[src/rtl/fir_op_scheduler.sv]
// Drives the FIR filter's ui_in bus: arbitrates buffered samples against config writes,
// runs 4-cycle delay-line flushes, and never idles at op 00 (idle rewrites h0 with itself).
module fir_op_scheduler #(
   parameter int SMP_DEPTH   = 4,
   parameter int MAX_CFG_RUN = 3
) (
   input  logic                         clk,
   input  logic                         rst_n,
   input  logic                         s_valid,
   input  logic [5:0]                   s_data,
   output logic                         s_ready,
   input  logic                         cfg_valid,
   input  logic [1:0]                   cfg_op,
   input  logic [5:0]                   cfg_data,
   output logic                         cfg_ready,
   output logic                         cfg_err,
   input  logic                         flush_req,
   output logic                         flush_busy,
   output logic [7:0]                   fir_ui,
   output logic                         y_valid,
   output logic [5:0]                   h0_shadow,
   output logic [15:0]                  sample_cnt,
   output logic [$clog2(SMP_DEPTH):0]   fifo_level
);

   localparam int AW = $clog2(SMP_DEPTH);
   localparam int SW = $clog2(MAX_CFG_RUN + 1);
   localparam logic [AW:0]   PTR_ONE    = (AW+1)'(1);
   localparam logic [AW:0]   DEPTH_L    = (AW+1)'(SMP_DEPTH);
   localparam logic [SW-1:0] STREAK_MAX = SW'(MAX_CFG_RUN);

   typedef enum logic {RUN, FLUSH} state_t;

   state_t      state;
   logic [1:0]  flush_cnt;
   logic [SW-1:0] cfg_streak;
   logic [2:0]  n_cnt;
   logic [1:0]  y_sh;
   logic [AW:0] wr_ptr, rd_ptr;
   logic [5:0]  mem [SMP_DEPTH];

   logic       empty, full, push;
   logic       in_run, flush_go, smp_pri, cfg_go, smp_go;
   logic [5:0] head;
   logic [7:0] idle_word;

   function automatic logic [5:0] mode_preset(input logic [1:0] mode);
      return (mode == 2'b10) ? 6'd4 : 6'd1;
   endfunction

   assign fifo_level = wr_ptr - rd_ptr;
   assign empty      = (fifo_level == '0);
   assign full       = (fifo_level == DEPTH_L);
   assign s_ready    = !full;
   assign push       = s_valid && s_ready;
   assign head       = mem[rd_ptr[AW-1:0]];
   assign idle_word  = {2'b01, h0_shadow};

   // Arbitration: flush, starved sample, config, sample, idle refresh.
   assign in_run   = (state == RUN);
   assign flush_go = in_run && flush_req;
   assign smp_pri  = in_run && !flush_req && !empty && (cfg_streak == STREAK_MAX);
   assign cfg_go   = in_run && !flush_req && !smp_pri && cfg_valid;
   assign smp_go   = in_run && !flush_req && !empty && !cfg_go;

   assign cfg_ready  = cfg_go;
   assign flush_busy = (state == FLUSH);
   assign y_valid    = y_sh[1];

   always_ff @(posedge clk) begin
      if (push) mem[wr_ptr[AW-1:0]] <= s_data;
   end

   always_ff @(posedge clk or negedge rst_n) begin
      if (!rst_n) begin
         state      <= RUN;
         flush_cnt  <= 2'd0;
         fir_ui     <= 8'h41;
         h0_shadow  <= 6'd1;
         cfg_streak <= '0;
         sample_cnt <= 16'd0;
         n_cnt      <= 3'd0;
         y_sh       <= 2'b00;
         cfg_err    <= 1'b0;
         wr_ptr     <= '0;
         rd_ptr     <= '0;
      end else begin
         if (push)   wr_ptr <= wr_ptr + PTR_ONE;
         if (smp_go) rd_ptr <= rd_ptr + PTR_ONE;

         cfg_err <= cfg_go && (cfg_op == 2'b00);

         if (empty || smp_go)
            cfg_streak <= '0;
         else if (cfg_go && (cfg_streak != STREAK_MAX))
            cfg_streak <= cfg_streak + SW'(1);

         case (state)
            RUN: begin
               if (flush_go) begin
                  state     <= FLUSH;
                  flush_cnt <= 2'd0;
                  fir_ui    <= 8'h00;
                  n_cnt     <= 3'd0;
                  y_sh      <= 2'b00;
               end else begin
                  y_sh <= {y_sh[0], (n_cnt == 3'd4)};
                  if (smp_go) begin
                     fir_ui     <= {2'b00, head};
                     sample_cnt <= sample_cnt + 16'd1;
                     if (n_cnt != 3'd4) n_cnt <= n_cnt + 3'd1;
                  end else if (cfg_go) begin
                     // An op-00 config would shift the delay line; show the idle refresh instead.
                     fir_ui <= (cfg_op == 2'b00) ? idle_word : {cfg_op, cfg_data};
                     case (cfg_op)
                        2'b01:   h0_shadow <= cfg_data;
                        2'b11:   if (cfg_data[3]) h0_shadow <= mode_preset(cfg_data[5:4]);
                        default: ;
                     endcase
                  end else begin
                     fir_ui <= idle_word;
                  end
               end
            end
            FLUSH: begin
               flush_cnt <= flush_cnt + 2'd1;
               if (flush_cnt == 2'd3) begin
                  state  <= RUN;
                  fir_ui <= idle_word;
               end else begin
                  fir_ui <= 8'h00;
               end
            end
            default: state <= RUN;
         endcase
      end
   end

endmodule

[config.mk]
export PLATFORM = sky130hd
export DESIGN_NAME = fir_op_scheduler
export DESIGN_NICKNAME = d
export VERILOG_FILES = /design/src/rtl/fir_op_scheduler.sv
export SDC_FILE = /design/constraint.sdc
export NUM_CORES = 1
export LEC_CHECK = 0
export CELL_PAD_IN_SITES_DETAIL_PLACEMENT = 0
export CELL_PAD_IN_SITES_GLOBAL_PLACEMENT = 1
export CORE_ASPECT_RATIO = 0.75
export CORE_MARGIN = 3
export CORE_UTILIZATION = 44
export CTS_BUF_LIST = sky130_fd_sc_hd__clkbuf_8
export DETAILED_ROUTE_END_ITERATION = 8
export PLACE_DENSITY_LB_ADDON = 0.1
export SLEW_MARGIN = 20
export SYNTH_ARGS = -nofsm -noshare
export SYNTH_HDL_FRONTEND = slang
export SYNTH_SLANG_ARGS = --single-unit
[constraint.sdc]
create_clock -name clk -period 3.4 [get_ports clk]
set_input_delay 0.68 -clock clk [delete_from_list [all_inputs] [get_ports clk]]
set_output_delay 0.68 -clock clk [all_outputs]
set_load 0.02 [all_outputs]
==> impl_results.md <==
- Cts hold-fix bufs: 0
- GRT Overall Usage: 16.8%
- GR Overflow Total: 0
- Clock insertion delay at the later pin of the skew report: 350 ps
- Combinational share of power: 41.2%
- Area Overhead vs Synth: 28.3%
- Maximum VDD drop: 0.817 mV
- Die Wd: 104 µm
- CP endpoint kind: output pin
- Starting DRT DRC Count: 50
- # Max-Cap Violations: 0
- Die area: between 0.008 and 0.009 mm²
- Fraction of layout cells with a size suffix above 1: a little over an eighth
- Yosys reg bits: between 70 and 80
- Area share of the largest cell type after synthesis: a little over a third
- Final hold slack: roughly 360 ps
- Sequential share of power: around two fifths
- Final setup viols: 0
- Largest cells by area after synthesis: dfrtp_1 35%, edfxtp_1 23%, ha_1 4.4%, mux4_2 4.3%, xnor2_1 3.3%
- Final WL: around 6300 µm
- DP HPWL: ~4500 µm
- Crit path buffers/inverters: 3
- GPL Wtd Cong: about 0.81
- Number of enable flip-flop cells after synthesis: 24
- RSZ-0062 raised after global routing: false
- Max frequency: around 310 MHz
- Std cell rows: 26
- Via Count: 2064
- Outcome: complete, no violations
- First-pass GRT wire length: about 11000 µm
- Worst path required time: 2720 ps
- Htree depth: 3
- CTS Buf Count: 9
- Via-per-instance ratio: around 5
- CP top delay family: buffers and inverters
- Leak: 1.68 nW
- CP arrival: about 2500 ps
- Worst Hold Class: in -> async
- Post-Syn Instances: between 200 and 250
- Crit share post-route: 94.1%
- Critical path cell sequence: inv_1, ha_1, fa_1, xor3_2, buf_4, clkdlybuf4s50_1
- I/O pin count: between 50 and 60
- Post-Syn Nets: roughly 280
- Unique masters post-synth: 45
- Max Root-Sink Buffers: 2
- Pin count of the biggest net entering global routing: 30
- Setup TNS: 0 ps
- Overall Power: ~0.0033 W
- Post-CTS Setup Inserts: 0
- Post-DR wirelength/cell: 15.4 µm
- Root Driver: clkbuf_8
- Least-Margin Pin Slew: approximately 660 ps
- Int Power: 0.00213 W
- Most common flop cell mapped by yosys: dfrtp_1
- Fin util: around three fifths
- Sw Share: 36.4%
- Avg Inst Size Synth: 12.9 µm²
- Core area: about 0.0069 mm²
- Initial core utilization: a little under half
- Hold Violations, Final: 0
- Clk sinks: ~70
- Switch Pwr: approximately 0.0012 W
- Startpoint Class: flop
- Final ANT Viol Nets: 0
- Crit path max-delay cell type: clkdlybuf4s50_1
- Worst slew margin: 56.3%
- Clk pwr share: 20.4%
- Final clock skew: roughly 7.3 ps
- Fin crit period: 3200 ps
- Die H: 79.4 µm
- Max-slew violation count: 0
- CTS tree: built
- # nets final: 340
- PwrDens: between 800 and 900 mW/mm²
- Register area share after synthesis: around three fifths
- DRC: 0
- Filler cell count in the final layout: between 500 and 600
- Drt pass-1 iters: 4
- Critical-path maximum fanout: 7
- CP max stage delay: about 610 ps
- Fraction of registers with async set/reset: roughly two thirds
- Worst-path clk slew: 80 ps
- Post-synth top area cell: dfrtp_1
- Mapped cell area: approximately 0.0032 mm²
- Crit path kind: reg -> out
- Initial antenna violation count: 0
- Antenna Cells: 0
- Syn. warnings: 0
- Vias in the first global route: about 2.0k
- Port buffer count: 56
==> layer usage <==
metal	GRT usage [%]	wire, µm
met1	24.5	3120
met2	23.9	2820
met3	6.06	353
met4	4.38	46
met5	0	0
==> power by group through the flow <==
stage	logic [W]	registers, W	clock network [W]
finish	0.00138	0.00128	0.000683
global route	0.00151	0.00131	0.000747
CTS	0.00138	0.00128	0.000706
detailed placement	0.00136	0.00130	0
global placement	0.00136	0.00129	0
floorplan	0.000720	0.00138	0
==> cells in the final DEF, fill, tap and decap left out, types with 2 or more instances in the layout <==
cell	count
a21oi_1	6
a221o_1	6
a22o_1	2
a31oi_1	2
a32o_1	5
and2_0	6
and2_1	5
and3_1	2
buf_4	7
clkbuf_8	9
clkdlybuf4s50_1	53
clkinvlp_4	3
dfrtp_1	44
dfstp_2	3
edfxtp_1	24
ha_1	11
inv_1	12
inv_6	3
mux4_2	6
nand2_1	22
nand2b_1	4
nand3_1	10
nand3b_1	2
nand4_1	3
nor2_1	9
nor3_1	4
o21ai_0	9
or2_2	2
xnor2_1	12
xor2_1	6
==> final timing paths <==
path	startpoint	to	slack [ps]	depth (start not counted)
setup / recovery	wr_ptr[0]$_DFFE_PN0P_	fifo_level[2]	200	6
hold / removal	rst_n	fir_ui[1]$_DFF_PN0_	360	1
setup reg to reg	wr_ptr[0]$_DFFE_PN0P_	mem[3][5]$_DFFE_PP_	600	7
hold reg to reg	sample_cnt[15]$_DFFE_PN0P_	sample_cnt[15]$_DFFE_PN0P_	470	1
max in group asynchronous	rst_n	fir_ui[0]$_DFF_PN1_	2270	2
min in group clk	sample_cnt[15]$_DFFE_PN0P_	sample_cnt[15]$_DFFE_PN0P_	470	1
==> what timing repair did <==
item	in CTS	in global routing
resized for setup	1	4
pin swaps	0	1
endpoints found under the setup margin	1	2
gates cloned	0	0
==> cell usage after synthesis (all sizes together) (5+ instances only) <==
library cell	instances
a21oi	6
ha	11
mux4	6
a221o	6
a32o	5
xor2	6
nand2	23
dfrtp	44
and2	11
nor2	9
o21ai	11
inv	12
nand3	10
xnor2	13
edfxtp	24
buf	8
==> state kept, by name, indices dropped and copies added (netlist names) <==
register	count
mem	24
h0_shadow	6
n_cnt	3
wr_ptr	3
cfg_streak	2
fir_ui	8
sample_cnt	16
y_sh	2
cfg_err	1
rd_ptr	3
flush_busy	1
flush_cnt	2
==> cell families (layout without fill, tap and decap cells) <==
kind of cell / count (synthesis) / after routing / share of synthesized area [%]
DFF: 71 / 71 / 60.2
adders and majority gates: 12 / 12 / 4.99
buffers and inverters: 21 / 91 / 2.69
AOI/OAI and AO/OA: 39 / 39 / 9.35
and+or+nand+nor: 75 / 75 / 12.2
muxes: 6 / 6 / 4.28
xor gates and xnor gates: 20 / 20 / 6.30
==> area by class of cell <==
type / instances / area (µm²) / share of cell area, %
inverters: 12 / 45.0 / 1.11
clock buffers: 9 / 124 / 3.06
well taps: 98 / 123 / 3.03
repair buffers: 63 / 606 / 14.9
flip-flops and latches: 71 / 1900 / 46.9
multi-input cells: 152 / 1170 / 29.0
clock inverters: 7 / 78.8 / 1.95
==> per-stage QoR <==
| step | cell area, µm² | instances | setup slack, ps |
|---|---|---|---|
| finish | 4050 | 412 | 199 |
| global route | 4050 | 412 | 85.5 |
| CTS | 4050 | 412 | 71.4 |
| detailed placement | 3850 | 396 | 213 |
| global placement | 3850 | 396 | 267 |
| floorplan | 3160 | 244 | 778 |
Power figures use the tool's default switching activity.
